<file path="src/rtl/alarm_annunciator.sv">
// Operator-side alarm annunciator: persistence filtering, sticky latching, buzzer/escalation FSM
// and a per-channel event queue carrying the pwr_reg snapshot taken at latch time.
//
// state     | meaning
// S_IDLE    | no unacknowledged alarm, buzzer off
// S_ALERT   | new alarm latched, buzzer on, escalation timer running
// S_ESC     | no ack within ESC_CYCLES edges, buzzer and escalate on
// S_ACKED   | operator acknowledged, latched bits release as raw bits drop
module alarm_annunciator #(
  parameter int PERSIST    = 3,
  parameter int ESC_CYCLES = 16
) (
  input  logic       clk,
  input  logic       rst_n,
  input  logic [2:0] alarm_leds,
  input  logic [3:0] pwr_reg,
  input  logic       ack,
  input  logic       evt_ready,
  output logic [2:0] latched,
  output logic       buzzer,
  output logic       escalate,
  output logic       evt_valid,
  output logic [1:0] evt_chan,
  output logic [3:0] evt_pwr,
  output logic [7:0] alarm_count
);

  localparam int CW = $clog2(PERSIST + 1);
  localparam int TW = $clog2(ESC_CYCLES + 1);
  localparam logic [CW-1:0] PMAX  = CW'(PERSIST);
  localparam logic [CW-1:0] PHIGH = CW'(PERSIST - 1);
  localparam logic [TW-1:0] TLAST = TW'(ESC_CYCLES - 1);

  typedef enum logic [1:0] {
    S_IDLE  = 2'd0,
    S_ALERT = 2'd1,
    S_ESC   = 2'd2,
    S_ACKED = 2'd3
  } state_t;

  state_t          state_q, state_d;
  logic [TW-1:0]   timer_q, timer_d;
  logic [CW-1:0]   pcnt_q [3];
  logic [CW-1:0]   pcnt_d [3];
  logic [3:0]      snap_q [3];
  logic [3:0]      snap_d [3];
  logic [2:0]      latched_q, latched_d;
  logic [2:0]      pend_q, pend_d;
  logic [7:0]      count_q, count_d;
  logic            hold_q, hold_d;
  logic [1:0]      hold_chan_q, hold_chan_d;

  logic [2:0]      latch_mask;
  logic [2:0]      clr_mask;
  logic [2:0]      xfer_mask;
  logic            any_latch;
  logic            xfer;
  logic [1:0]      head_chan;
  logic [1:0]      present_chan;
  logic [8:0]      cnt_sum;

  // Persistence counters and latch qualification
  always_comb begin
    latch_mask = '0;
    for (int i = 0; i < 3; i++) begin
      pcnt_d[i] = '0;
      if (alarm_leds[i]) begin
        pcnt_d[i] = (pcnt_q[i] == PMAX) ? PMAX : pcnt_q[i] + CW'(1);
        latch_mask[i] = (pcnt_q[i] >= PHIGH) && !latched_q[i];
      end
    end
  end

  assign any_latch = |latch_mask;

  // Lowest pending channel, frozen once presented until it transfers
  always_comb begin
    head_chan = 2'd0;
    for (int i = 2; i >= 0; i--) begin
      if (pend_q[i]) head_chan = 2'(i);
    end
  end

  assign present_chan = hold_q ? hold_chan_q : head_chan;
  assign evt_valid    = |pend_q;
  assign evt_chan     = present_chan;
  assign evt_pwr      = evt_valid ? snap_q[present_chan] : 4'd0;
  assign xfer         = evt_valid && evt_ready;
  assign xfer_mask    = xfer ? (3'b001 << present_chan) : 3'b000;

  always_comb begin
    pend_d      = (pend_q & ~xfer_mask) | latch_mask;
    hold_d      = hold_q;
    hold_chan_d = hold_chan_q;
    if (xfer) begin
      hold_d      = 1'b0;
      hold_chan_d = 2'd0;
    end else if (evt_valid) begin
      hold_d      = 1'b1;
      hold_chan_d = present_chan;
    end
    for (int i = 0; i < 3; i++) begin
      snap_d[i] = latch_mask[i] ? pwr_reg : snap_q[i];
    end
  end

  always_comb begin
    cnt_sum = {1'b0, count_q} + 9'(latch_mask[0]) + 9'(latch_mask[1]) + 9'(latch_mask[2]);
    count_d = (cnt_sum > 9'd255) ? 8'd255 : cnt_sum[7:0];
  end

  assign clr_mask  = (state_q == S_ACKED) ? ~alarm_leds : 3'b000;
  assign latched_d = (latched_q & ~clr_mask) | latch_mask;

  // A latch always wins over a simultaneous ack and restarts the timer
  always_comb begin
    state_d = state_q;
    timer_d = timer_q;
    case (state_q)
      S_IDLE: begin
        if (any_latch) begin
          state_d = S_ALERT;
          timer_d = '0;
        end
      end
      S_ALERT: begin
        if (any_latch) begin
          timer_d = '0;
        end else if (ack) begin
          state_d = S_ACKED;
        end else if (timer_q == TLAST) begin
          state_d = S_ESC;
        end else begin
          timer_d = timer_q + TW'(1);
        end
      end
      S_ESC: begin
        if (any_latch && ack) begin
          state_d = S_ALERT;
          timer_d = '0;
        end else if (ack) begin
          state_d = S_ACKED;
        end
      end
      S_ACKED: begin
        if (any_latch) begin
          state_d = S_ALERT;
          timer_d = '0;
        end else if (latched_d == 3'b000) begin
          state_d = S_IDLE;
        end
      end
      default: begin
        state_d = S_IDLE;
        timer_d = '0;
      end
    endcase
  end

  always_ff @(posedge clk or posedge rst_n) begin
    if (rst_n) begin
      state_q     <= S_IDLE;
      timer_q     <= '0;
      latched_q   <= '0;
      pend_q      <= '0;
      count_q     <= '0;
      hold_q      <= 1'b0;
      hold_chan_q <= '0;
      for (int i = 0; i < 3; i++) begin
        pcnt_q[i] <= '0;
        snap_q[i] <= '0;
      end
    end else begin
      state_q     <= state_d;
      timer_q     <= timer_d;
      latched_q   <= latched_d;
      pend_q      <= pend_d;
      count_q     <= count_d;
      hold_q      <= hold_d;
      hold_chan_q <= hold_chan_d;
      for (int i = 0; i < 3; i++) begin
        pcnt_q[i] <= pcnt_d[i];
        snap_q[i] <= snap_d[i];
      end
    end
  end

  assign latched     = latched_q;
  assign alarm_count = count_q;
  assign buzzer      = (state_q == S_ALERT) || (state_q == S_ESC);
  assign escalate    = (state_q == S_ESC);

endmodule

</file>
<file path="config.mk">
export PLATFORM = sky130hd
export DESIGN_NAME = alarm_annunciator
export DESIGN_NICKNAME = d
export VERILOG_FILES = /design/src/rtl/alarm_annunciator.sv
export SDC_FILE = /design/constraint.sdc
export NUM_CORES = 1
export LEC_CHECK = 0
export CAP_MARGIN = 20
export CORE_MARGIN = 5
export CORE_UTILIZATION = 58
export CTS_CLUSTER_DIAMETER = 40
export DETAILED_ROUTE_END_ITERATION = 7
export PLACE_DENSITY_LB_ADDON = 0.12
export SLEW_MARGIN = 20
export SYNTH_ARGS = -nofsm -noshare
export SYNTH_HDL_FRONTEND = slang
export SYNTH_SLANG_ARGS = --single-unit
</file>
<file path="constraint.sdc">
create_clock -name clk -period 4.6 [get_ports clk]
set_input_delay 0.46 -clock clk [delete_from_list [all_inputs] [get_ports clk]]
set_output_delay 0.46 -clock clk [all_outputs]
set_load 0.01 [all_outputs]
</file>
# Word-level counts from Yosys, hierarchy flattened
# Cells that the tools add are included.
[word_totals]
reg_bits = 42
[classes]
n_mux = 39
shift = 1
n_addsub = 7
bitwise = 8
n_reduce_logical = 17
n_lt_le_gt_ge = 5
n_eq_ne = 16
[ops]
columns = ["cell", "n"]
rows = [
  ["$mux W2", 20],
  ["$mux W5", 5],
  ["$add A9 B1 Y9", 2],
  ["$pmux W5 S3", 1],
  ["$mux W4", 3],
  ["$eq A2 B2 Y1 const B", 5],
  ["$add A8 B1 Y9", 1],
  ["$gt A9 B8 Y1 const B", 1],
  ["$ne A3 B3 Y1 const B", 3],
  ["$not A3 Y3", 3],
  ["$bmux W4 S2", 1],
  ["$mux W8", 1],
  ["$pmux W2 S4", 1],
  ["$add A2 B1 Y2 const B", 3],
  ["$and A3 B3 Y3", 2],
  ["$ge A2 B2 Y1 const B", 3],
  ["$mux W3", 2],
  ["$ne A3 B2 Y1 const B", 2],
  ["$or A3 B3 Y3", 2],
  ["$reduce_or A3 Y1", 2],
  ["$add A5 B1 Y5 const B", 1],
  ["$eq A5 B4 Y1 const B", 1],
  ["$logic_and A1 B1 Y1", 5],
  ["$mux W1", 5],
  ["other kinds (14)", 18],
]

# Logic depth before layout (Yosys ltp)
[depth]
word_depth = 9
depth_mapped = 10
ltp_nobuf = 9

# Worst setup path after synthesis
# OpenSTA, ideal clock, no wires.
[synth_path]
path_type = "input-to-reg"
start = "in alarm_leds[0]"
end = "reg count_q[0] (netlist: alarm_count[0])"
path_stages = 10
n_path_buf = 1
arrival_ps = 2353
setup_ps = 70
setup_slack_ps = 2176
cell_sequence = "nand3b_1 -> buf_2 -> inv_1 -> fa_1 -> ha_1 -> inv_1 -> fa_1 -> nor2_1 -> nand3_1 -> nand2b_1"
[synth_via]
elab_chain_len = 6
[synth_lines]
columns = ["item", "line", "source"]
rows = [
  ["start, declared", "15", "input logic [2:0] alarm_leds,"],
  ["$mux W1 *", "67", "if (alarm_leds[i]) begin"],
  ["net latch_mask[0]", "53", "logic [2:0] latch_mask;"],
  ["$add A8 B1 Y9 *", "108", "cnt_sum = {1'b0, count_q} + 9'(latch_mask[0]) + 9'(latch_mask[1]) + 9'(latch_mask[2]);"],
  ["$add A9 B1 Y9 * (2 in a row)", "108", ""],
  ["$gt A9 B8 Y1", "109", "count_d = (cnt_sum > 9'd255) ? 8'd255 : cnt_sum[7:0];"],
  ["$mux W8 *", "109", ""],
  ["net count_d[0]", "49", "logic [7:0] count_q, count_d;"],
  ["end signal, assigned", "178", "count_q <= count_d;"],
  ["end, declared", "49", ""],
]
# Mark *: on every way through the listed nets, which the timed path passes. The rest lies on a longest branch.
# A chain may end at the register's enable or synchronous reset.

# Worst setup path in the final report
[layout_path]
start = "reg pend_q[0]"
end = "out evt_pwr[1]"
[layout_via]
elab_chain_len = 7
[layout_lines]
columns = ["item", "line", "source"]
rows = [
  ["start, declared", "48", "logic [2:0] pend_q, pend_d;"],
  ["start signal, assigned", "177", "pend_q <= pend_d;"],
  ["$mux W2", "80", "if (pend_q[i]) head_chan = 2'(i);"],
  ["$mux W2", "84", "assign present_chan = hold_q ? hold_chan_q : head_chan;"],
  ["$not A2 Y3 (not written as such)", "87", "assign evt_pwr = evt_valid ? snap_q[present_chan] : 4'd0;"],
  ["$bmux W4 S2", "87", ""],
  ["$mux W4 (not written as such) (2 in a row)", "87", ""],
  ["$mux W4 *", "87", ""],
  ["end, declared", "24", "output logic [3:0] evt_pwr,"],
]
# Mark *: on every way between the ends. The rest lies on a longest branch, timed or not. The select of a mux whose other input is x is not followed.

==> reports/qor.txt <==
Outcome: completed
Crit Reg-Reg Startpoint: pcnt_q[5]
Simple-gate share of the synthesized area: 0.199
Total instance count after detailed placement: 294
Setup crit start: pend_q[0]
Yosys warns: 0
Gate count of the mapped netlist: 220
Power share of the clock group: 0.143
Top cell type's share of synthesized area: 0.499
Max VDD drop: 0.367 mV
Post-route clock skew: 0.00931 ns
Worst Path Required: 4.14 ns
Fin cells: 302
Hold Crit Class: flip-flop to flip-flop
Switch share: 0.379
CTS buffer count: 5
Max-slew headroom: 0.479
Clock Latency Late Sink: 0.36 ns
Die height: 70.2 um
DRC violations left: 0
Minimum clock period: 2.86 ns
Max Freq: 350 MHz
Most area-hungry cell type in the Yosys netlist: dfrtp_1
Async set-reset flop share out of synthesis: 1.00
Detailed Route Iter0 Violations: 119
Sequential cell area fraction in the yosys report: 0.499
Slowest CP cell: clkdlybuf4s50_1
GP Congestion: 0.792
Number of global-route vias before repair: 1648
Hold_ws: 0.459 ns
DR WL/cell: 13.9 um
CTS tree: yes
Final Cell Area: 2530 sq um
Final nets: 276
Share of layout cells above drive strength 1: 0.0508
CP cell instances: nand2b_1, o21ai_1, and2_1, a2bb2oi_1, nor2_1, clkdlybuf4s50_1
Reg2Reg Capture Point: alarm_count[0]
Detail Placement HPWL: 3070 um
I/O pin cnt: 31
Sequential power share: 0.372
CP Buf/Inv Count: 1
CP arrival: 2.40 ns
Prevailing post-synth register cell: dfrtp_1
Total Neg Setup Slack: 0 ns
Final ANT Viol Nets: 0
Mapped Nets: 241
FP Rows: 21
RSZ-0062 raised after global routing: no
Worst Reg2Reg Path Length in Cells: 9
R2R Setup Slk: 1.87 ns
First-pass GRT wire length: 7570 um
Worst Hold Depth: 1
Syn Std Cell Area: 2100 sq um
Placed cell area: 2450 sq um
Comb pwr share: 0.485
Tot GR Track Use: 0.189
Die area: 4930 sq um
Largest net degree at the start of global routing: 43
Final setup fails: 0
XOR/XNOR Fraction of Synth Area: 0.0166
Register area: 1050 sq um
Fraction of synthesized area in multiplexers: 0.0297
Crit path max-delay family: simple AND/OR/NAND/NOR gates
Global route overflow: 0
Final worst path period share: 0.622
Kind of critical path: flip-flop to output port
Post-cts repair resize count: 0
Synth Area in Compound Gates: 0.147
Worst Hold Endpoint: pcnt_q[0]
Internal power: 1.03 mW
Synthesis-to-finish area growth: 20.3%
Diode count: 0
# Max-Cap Violations: 0
Multi-input logic area: 965 sq um
CTS root buffer: clkbuf_4
Sw power: 0.625 mW
Clk slew on worst S/H paths: 0.12 ns
Synthesized flop and latch total: 42
Netlist cell types: 41
Post-synth EDFFs: 0
Cell Pwr Density: 652 nW/um^2
Hold Crit Start: pcnt_q[0]
Layout fillers: 265
Post-CTS Setup Bufs: 0
IO Port Bufs: 30
Final slew viol count: 0
Crit-path max cell delay: 0.54 ns
Clk sink count: 42
Top cells by count, synth: nand2_1, dfrtp_1, inv_1
Initial core utilization: 0.616
Critical-path maximum fanout: 7
Hold Buf Count CTS: 0
Static leakage: 1.27 nW
Post-synthesis adder-cell area fraction: 0.0666
Hold Vio Cnt, Final: 0
Avg Inst Size Synth: 9.57 sq um
Startpoint Class: flip-flop
Worst path depth: 6
Worst setup EP type: output port
Routed vias: 1638
1st-pass router iterations: 4
Die Wd: 70.2 um
Placeable Area: 3420 sq um
Area contributors post-synth: dfrtp_1, nand2_1, ha_1
Top-count cell post-synth: nand2_1
Main combinational cell family by area after synthesis: simple AND/OR/NAND/NOR gates
Via-to-Cell Ratio: 5.42
Antenna violations before repair: 0
Worst Tran Pin Value: 0.775 ns
# H-tree levels: 2
Clk buf depth: 2
Final wirelength: 4200 um
==> metrics by stage <==
step	utilization	worst slack (ns)	power [mW]
floorplan	-	2.18	1.10
global placement	0.718	1.41	1.40
detailed placement	0.718	1.37	1.42
CTS	0.741	1.73	1.66
global route	0.741	1.46	1.79
finish	0.741	1.74	1.65
==> placed cells by master (no fill, tap or decap), types with 4 or more instances in the layout <==
cell and n:
a2bb2oi_1 5, clkbuf_4 5, nand3_1 6, a21oi_1 7, nor2_1 14, nor3_1 4
mux2i_1 4, a22o_1 4, nand2_1 53, o21ai_1 8, dfrtp_1 42, clkdlybuf4s50_1 30
ha_1 8, inv_1 18
==> layer usage <==
metal | global-route usage | up-vias | share of wire
li1 | - | 817 | -
met1 | 0.262 | 778 | 0.48
met2 | 0.292 | 38 | 0.46
met3 | 0.0531 | 5 | 0.050
met4 | 0.0511 | 0 | 0.012
met5 | 0 | - | 0
==> layout make-up <==
| class | instances | area share |
|---|---|---|
| flip-flops and latches | 42 | 0.415 |
| multi-input cells | 156 | 0.381 |
| repair buffers | 31 | 0.122 |
| inverters | 19 | 0.0282 |
| well taps | 46 | 0.0227 |
| clock buffers | 6 | 0.0163 |
| clock inverters | 2 | 0.0148 |
==> power groups by stage <==
stage          sequential [mW]  clock, mW  combinational (mW)
6_report                 0.613      0.237               0.800
5_1_grt                  0.636      0.258               0.892
4_1_cts                  0.614      0.241               0.808
3_5_place_dp             0.621          0               0.803
3_3_place_gp             0.618          0               0.785
2_1_floorplan            0.614          0               0.488
==> state kept, by name (all words and copies together), names as in the netlist <==
name	cells
timer_q	5
hold_q	1
snap_q	12
pend_q	3
hold_chan_q	2
alarm_count	8
latched	3
pcnt_q	6
state_q	2
==> logic make-up after synthesis <==
kind of cell / count (synthesis)
flops: 42
fa+ha+maj: 10
xor+xnor: 4
buf+inv: 22
compound gates: 44
mux: 6
simple gates: 92
==> worst register-to-register path, delay by kind of cell, from the launching register on <==
| family | cells | cell delay [ns] |
|---|---|---|
| buf+inv | 2 | 0.26 |
| fa+ha+maj | 3 | 1.16 |
| simple gates | 4 | 0.83 |
| flops | 1 | 0.43 |
==> how the worst max path moves through the flow <==
stage / to / slack [ns]
final: evt_pwr[1] / 1.74
after global placement: alarm_count[0] / 1.41
after floorplan: alarm_count[0] / 2.18
after CTS: evt_pwr[1] / 1.73
after global routing: alarm_count[1] / 1.46
after detailed placement: alarm_count[2] / 1.37
No activity file was read; power rests on OpenSTA's default activity.
